$ cat src/rtl/uart_tx_serializer.sv
// uart_tx_serializer
//   UART transmit shift stage. Pops one byte from the transmit holding
//   register and frames it as start / 5-8 data bits LSB-first / optional
//   parity / 1, 1.5 or 2 stop bits. Bit timing is derived from br_ce, which
//   pulses OS times per bit time.
//
// Ports:
//   clk, rst_n    system clock, asynchronous active-low reset
//   br_ce         baud enable, one clk wide, OS pulses per bit time
//   thr_d         byte presented by the holding register
//   thr_valid     holding register holds an unsent byte
//   thr_rd        one-cycle pop strobe back to the holding register
//   word_len      00=5, 01=6, 10=7, 11=8 data bits
//   stop2         2 stop bits (1.5 when word_len=00)
//   parity_en     append a parity bit
//   parity_even   1 = even, 0 = odd parity
//   parity_stick  parity bit forced to ~parity_even
//   break_ctl     force sout low without disturbing the frame timing
//   sout          serial output, idle high
//   tsr_empty     high while no frame is in progress
module uart_tx_serializer #(
    parameter int OS = 16
) (
    input  logic       clk,
    input  logic       rst_n,
    input  logic       br_ce,
    input  logic [7:0] thr_d,
    input  logic       thr_valid,
    output logic       thr_rd,
    input  logic [1:0] word_len,
    input  logic       stop2,
    input  logic       parity_en,
    input  logic       parity_even,
    input  logic       parity_stick,
    input  logic       break_ctl,
    output logic       sout,
    output logic       tsr_empty
);

    // One extra bit so the tick counter can also time a 2-bit stop period.
    localparam int TW = $clog2(OS) + 1;
    localparam logic [TW-1:0] BIT_LAST   = TW'(OS - 1);
    localparam logic [TW-1:0] STOP1_LAST = TW'(OS - 1);
    localparam logic [TW-1:0] STOP15_LAST = TW'(3 * OS / 2 - 1);
    localparam logic [TW-1:0] STOP2_LAST = TW'(2 * OS - 1);

    typedef enum logic [2:0] {
        S_IDLE,
        S_START,
        S_DATA,
        S_PARITY,
        S_STOP
    } state_t;

    state_t          r_state;
    logic [TW-1:0]   r_tick;
    logic [2:0]      r_bit;
    logic [2:0]      r_bit_last;
    logic [7:0]      r_shift;
    logic            r_par_en;
    logic            r_par_bit;
    logic [TW-1:0]   r_stop_last;
    logic            r_line;       // FSM line level before break forcing
    logic            r_sout;
    logic            r_thr_rd;
    logic            r_tsr_empty;

    logic [7:0]      w_mask;
    logic            w_par_calc;
    logic [TW-1:0]   w_stop_calc;
    logic [TW-1:0]   w_tick_last;
    logic            w_bit_end;
    logic            w_load;

    // Parity is taken from the byte masked to the configured word length.
    assign w_mask      = 8'hFF >> (2'd3 - word_len);
    assign w_par_calc  = parity_stick ? ~parity_even
                                      : (^(thr_d & w_mask)) ^ ~parity_even;
    assign w_stop_calc = !stop2            ? STOP1_LAST  :
                         (word_len == 2'b00) ? STOP15_LAST : STOP2_LAST;

    assign w_tick_last = (r_state == S_STOP) ? r_stop_last : BIT_LAST;
    assign w_bit_end   = br_ce && (r_tick == w_tick_last);

    // A load happens from IDLE, or at the last stop tick so back-to-back
    // frames have no idle gap.
    assign w_load = thr_valid &&
                    ((r_state == S_IDLE) || ((r_state == S_STOP) && w_bit_end));

    // NOTE: every register here is assigned with <= so all updates in this
    // block see the pre-edge values, regardless of statement order.
    always_ff @(posedge clk or negedge rst_n) begin
        if (!rst_n) begin
            r_state     <= S_IDLE;
            r_tick      <= '0;
            r_bit       <= '0;
            r_bit_last  <= '0;
            r_shift     <= '0;
            r_par_en    <= 1'b0;
            r_par_bit   <= 1'b0;
            r_stop_last <= '0;
            r_line      <= 1'b1;
            r_sout      <= 1'b1;
            r_thr_rd    <= 1'b0;
            r_tsr_empty <= 1'b1;
        end else begin
            r_thr_rd <= 1'b0;
            // Break overrides the line without touching the FSM; later
            // assignments in this block replace this default on transitions.
            r_sout   <= r_line & ~break_ctl;

            if (w_load) begin
                r_shift     <= thr_d;
                r_thr_rd    <= 1'b1;
                r_bit_last  <= 3'(word_len) + 3'd4;
                r_par_en    <= parity_en;
                r_par_bit   <= w_par_calc;
                r_stop_last <= w_stop_calc;
                r_tick      <= '0;
                r_bit       <= '0;
                r_state     <= S_START;
                r_line      <= 1'b0;
                r_sout      <= 1'b0;
                r_tsr_empty <= 1'b0;
            end else if (r_state != S_IDLE) begin
                if (br_ce) begin
                    r_tick <= w_bit_end ? '0 : r_tick + 1'b1;
                end

                if (w_bit_end) begin
                    case (r_state)
                        S_START: begin
                            r_state <= S_DATA;
                            r_line  <= r_shift[0];
                            r_sout  <= r_shift[0] & ~break_ctl;
                        end
                        S_DATA: begin
                            r_shift <= r_shift >> 1;
                            if (r_bit == r_bit_last) begin
                                r_bit <= '0;
                                if (r_par_en) begin
                                    r_state <= S_PARITY;
                                    r_line  <= r_par_bit;
                                    r_sout  <= r_par_bit & ~break_ctl;
                                end else begin
                                    r_state <= S_STOP;
                                    r_line  <= 1'b1;
                                    r_sout  <= ~break_ctl;
                                end
                            end else begin
                                r_bit  <= r_bit + 1'b1;
                                r_line <= r_shift[1];
                                r_sout <= r_shift[1] & ~break_ctl;
                            end
                        end
                        S_PARITY: begin
                            r_state <= S_STOP;
                            r_line  <= 1'b1;
                            r_sout  <= ~break_ctl;
                        end
                        S_STOP: begin
                            r_state     <= S_IDLE;
                            r_line      <= 1'b1;
                            r_sout      <= ~break_ctl;
                            r_tsr_empty <= 1'b1;
                        end
                        default: r_state <= S_IDLE;
                    endcase
                end
            end
        end
    end

    assign thr_rd    = r_thr_rd;
    assign sout      = r_sout;
    assign tsr_empty = r_tsr_empty;

endmodule

$ cat config.mk
export PLATFORM = sky130hd
export DESIGN_NAME = uart_tx_serializer
export DESIGN_NICKNAME = d
export VERILOG_FILES = /design/src/rtl/uart_tx_serializer.sv
export SDC_FILE = /design/constraint.sdc
export NUM_CORES = 1
export LEC_CHECK = 0
export ABC_CLOCK_PERIOD_IN_PS = 2400
export CAP_MARGIN = 20
export CORE_UTILIZATION = 27
export CTS_CLUSTER_DIAMETER = 80
export DETAILED_ROUTE_END_ITERATION = 8
export DONT_BUFFER_PORTS = 1
export MAX_ROUTING_LAYER = met4
export PLACE_DENSITY = 0.47
export SYNTH_ARGS = -nofsm -noshare
export SYNTH_HDL_FRONTEND = slang
export SYNTH_SLANG_ARGS = --single-unit
$ cat constraint.sdc
create_clock -name clk -period 2.4 [get_ports clk]
set_input_delay 0.24 -clock clk [delete_from_list [all_inputs] [get_ports clk]]
set_output_delay 0.24 -clock clk [all_outputs]
set_load 0.03 [all_outputs]
==> flow_summary.json <==
{
  "drt_first_pass_iters": 6,
  "relSlewSlack_pct": 70.86,
  "place_area_um2": 1994,
  "synth_fa_ha_area_share_pct": 1.357,
  "r2r_slack_ns": 0.08,
  "whs_endpoint": "r_stop_last[3]",
  "drt_iter0_drc": 55,
  "synth_top_family_by_area": "multiplexers",
  "cap_violations": 0,
  "final_area_um2": 2168,
  "r2r_cells": 5,
  "netlist_area_um2": 1844,
  "dp.cells": 242,
  "clk_path_buf_depth": 2,
  "root_buffer": "clkbuf_8",
  "pin_count": 22,
  "met3_wirelength_um": 262,
  "clk_pin_slew_ns": 0.07,
  "antenna_cells": 0,
  "crit_fanout": 7,
  "fin_crit_sh_pct": 96.76,
  "grt.total_usage_pct": 13.49,
  "htree_levels": 2,
  "synthMuxAreaShare_pct": 16.15,
  "crit_required_ns": 2.56,
  "final_nets": 198,
  "ys_types": 54,
  "arrival_ns": 2.48,
  "drc": 0,
  "yosysTopAreaCell": "dfrtp_1",
  "p_leak_nw": 0.9104,
  "maxSlewViolCount": 0,
  "fmax_mhz": 430.6,
  "route.vias.total": 1352,
  "r2r-end": "r_par_en",
  "numPortBuffers": 0,
  "clkSinkCount": 30,
  "pre_cts_ws_ns": 0.07416,
  "r2r-start": "r_tick[0]",
  "crit_slowest_cell": "or4b_1",
  "status": "complete, no violations",
  "wirelength_mm": 4.364,
  "synth_area_leaders": "dfrtp_1, mux2_2, mux2_4",
  "cp_cell_sequence": "or4b_1, mux2i_4, a31oi_4, nor2_2, mux2_1",
  "critPathKind": "register to register",
  "rows": 29,
  "syn_inst": 160,
  "rsz0062_at_grt": "yes",
  "crit_family": "simple AND/OR/NAND/NOR gates",
  "synth-seq-area-share_pct": 40.91,
  "worstSetupStartpointType": "register",
  "critical-path-max-stage-delay_ns": 0.61,
  "synth-xor-area-share_pct": 8.684,
  "worst_slack_ns": 0.07770,
  "power.density_nw_per_um2": 1198,
  "drive_gt1_share_pct": 28.65,
  "hold_path.class": "input port to register",
  "die_area_um2": 7165,
  "clk_latency_ns": 0.28,
  "total_power_mw": 2.597,
  "grt_pass1_wl_mm": 7.176,
  "die_h_um": 84.65,
  "ys.warnings.count": 0,
  "finalSetupViolCount": 0,
  "start_util_pct": 28.55,
  "fp.dieW_um": 84.65,
  "final_cells": 255,
  "gr-total-overflow": 0,
  "min_period_ns": 2.322,
  "peakVddDrop_v": 0.0004460,
  "synth-simple-area-share_pct": 15.60,
  "yosysTopAreaCellShare_pct": 36.64,
  "met2_length_mm": 2.060,
  "cts_buffers": 5,
  "fin_tns_setup_ns": 0,
  "antenna_found_initial": 0,
  "mappedNetlistNets": 181,
  "areaGrowthSynthToFinish_pct": 17.57,
  "crit_buf_inv": 0,
  "met1_length_mm": 2.005,
  "async_flop_share_pct": 100.0,
  "cts_tree": "built",
  "min-delay-start": "stop2",
  "grt_max_degree": 31,
  "grt_pass1_vias": 1440,
  "ys.flop_type": "dfrtp_1",
  "antenna_violating_nets_post_route": 0,
  "cp-end-kind": "register",
  "final_cell_mix": "dfrtp_1, buf_4, inv_1",
  "top_layer": "met4",
  "post_synth.cell_area_avg_um2": 11.53,
  "skew_ns": 0.007988,
  "finalWeightedCongestion": 0.7650,
  "synth_compound_area_share_pct": 14.31,
  "wl_per_cell_um": 17.11,
  "layout_commonest_cell": "dfrtp_1",
  "holdPathStages": 1,
  "synth-seq-cells": 30,
  "finalHoldViolCount": 0,
  "dp.final_hpwl_mm": 3.242,
  "synth_edf_count": 0,
  "avgViaCountPerCell": 5.302,
  "coreArea_um2": 6459,
  "tightest_slew_ns": 0.4315
}
power breakdown:
group	internal, mW	switching [mW]	leakage (nW)	total, mW
clock	0.230	0.199	0.0472	0.429
combinational	0.597	0.608	0.503	1.20
sequential	0.720	0.243	0.360	0.963
per-layer routing:
metal / GRT usage [%] / up-vias
met5: - / -
met4: 3.236 / 0
met3: 4.326 / 5
met2: 21.14 / 42
met1: 16.94 / 672
li1: - / 633
layout make-up:
cell class / instances / area [um2]
sequential: 30 / 754.5
fill: 651 / 4290
clock buffer: 6 / 82.58
tap: 77 / 96.34
clock inverter: 2 / 12.51
timing repair buffer: 15 / 142.6
inverter: 9 / 33.78
multi-input combinational: 116 / 1046
per-stage QoR:
step,hold WS (ns),utilization (%)
floorplan,-0.05559,-
global placement,-0.05455,30.88
detailed placement,-0.05456,30.88
CTS,0.04777,32.97
global route,0.04666,33.57
finish,0.05803,33.57
synth_stat cells (2+ instances only):
master,instances
a2111oi_0,2
a21oi_1,4
a41o_1,3
buf_2,2
clkbuf_1,3
dfrtp_1,27
dfstp_2,3
ha_1,2
inv_1,9
mux2_1,4
mux2_2,8
mux2_4,6
mux2i_1,5
nand2_1,6
nand2b_1,2
nand3_1,2
nand4_1,4
nor2_1,8
nor3_1,3
nor4b_4,2
o21ai_0,7
o31ai_1,2
or3_1,5
xnor2_1,4
xor2_1,8
cells by family (layout without fill, tap and decap cells):
kind of cell | Yosys count | in the layout
XOR/XNOR | 15 | 15
AND/OR/NAND/NOR | 42 | 42
AO/OA/AOI/OAI | 33 | 33
adder cells (fa/ha/maj) | 2 | 2
buffers and inverters | 14 | 32
multiplexers | 24 | 24
flip-flops | 30 | 30
how the worst max path moves through the flow:
stage,start,end,slack [ns],cells after the start
2_1_floorplan,r_tick[0],r_shift[1],0.20,5
3_3_place_gp,r_state[1],r_shift[4],0.14,5
3_5_place_dp,r_tick[0],r_shift[6],0.07,5
4_1_cts,r_tick[0],r_shift[2],0.05,5
5_1_grt,r_tick[0],r_bit_last[0],-0.01,5
6_report,r_tick[0],r_par_en,0.08,5
what timing repair did:
item,CTS,global route
endpoints found under the hold margin,31,0
buffers inserted,0,2
endpoints found under the setup margin,0,11
resized for setup,0,3
hold buffers,3,0
state kept, by name, summed over array words and instances (netlist names):
| register | count |
|---|---|
| r_shift | 8 |
| r_tick | 5 |
| r_bit | 3 |
| r_state | 3 |
| r_stop_last | 3 |
| r_bit_last | 2 |
| r_line | 1 |
| r_par_bit | 1 |
| r_par_en | 1 |
| sout | 1 |
| thr_rd | 1 |
| tsr_empty | 1 |
Note: power is estimated with default switching activity, not from simulation.
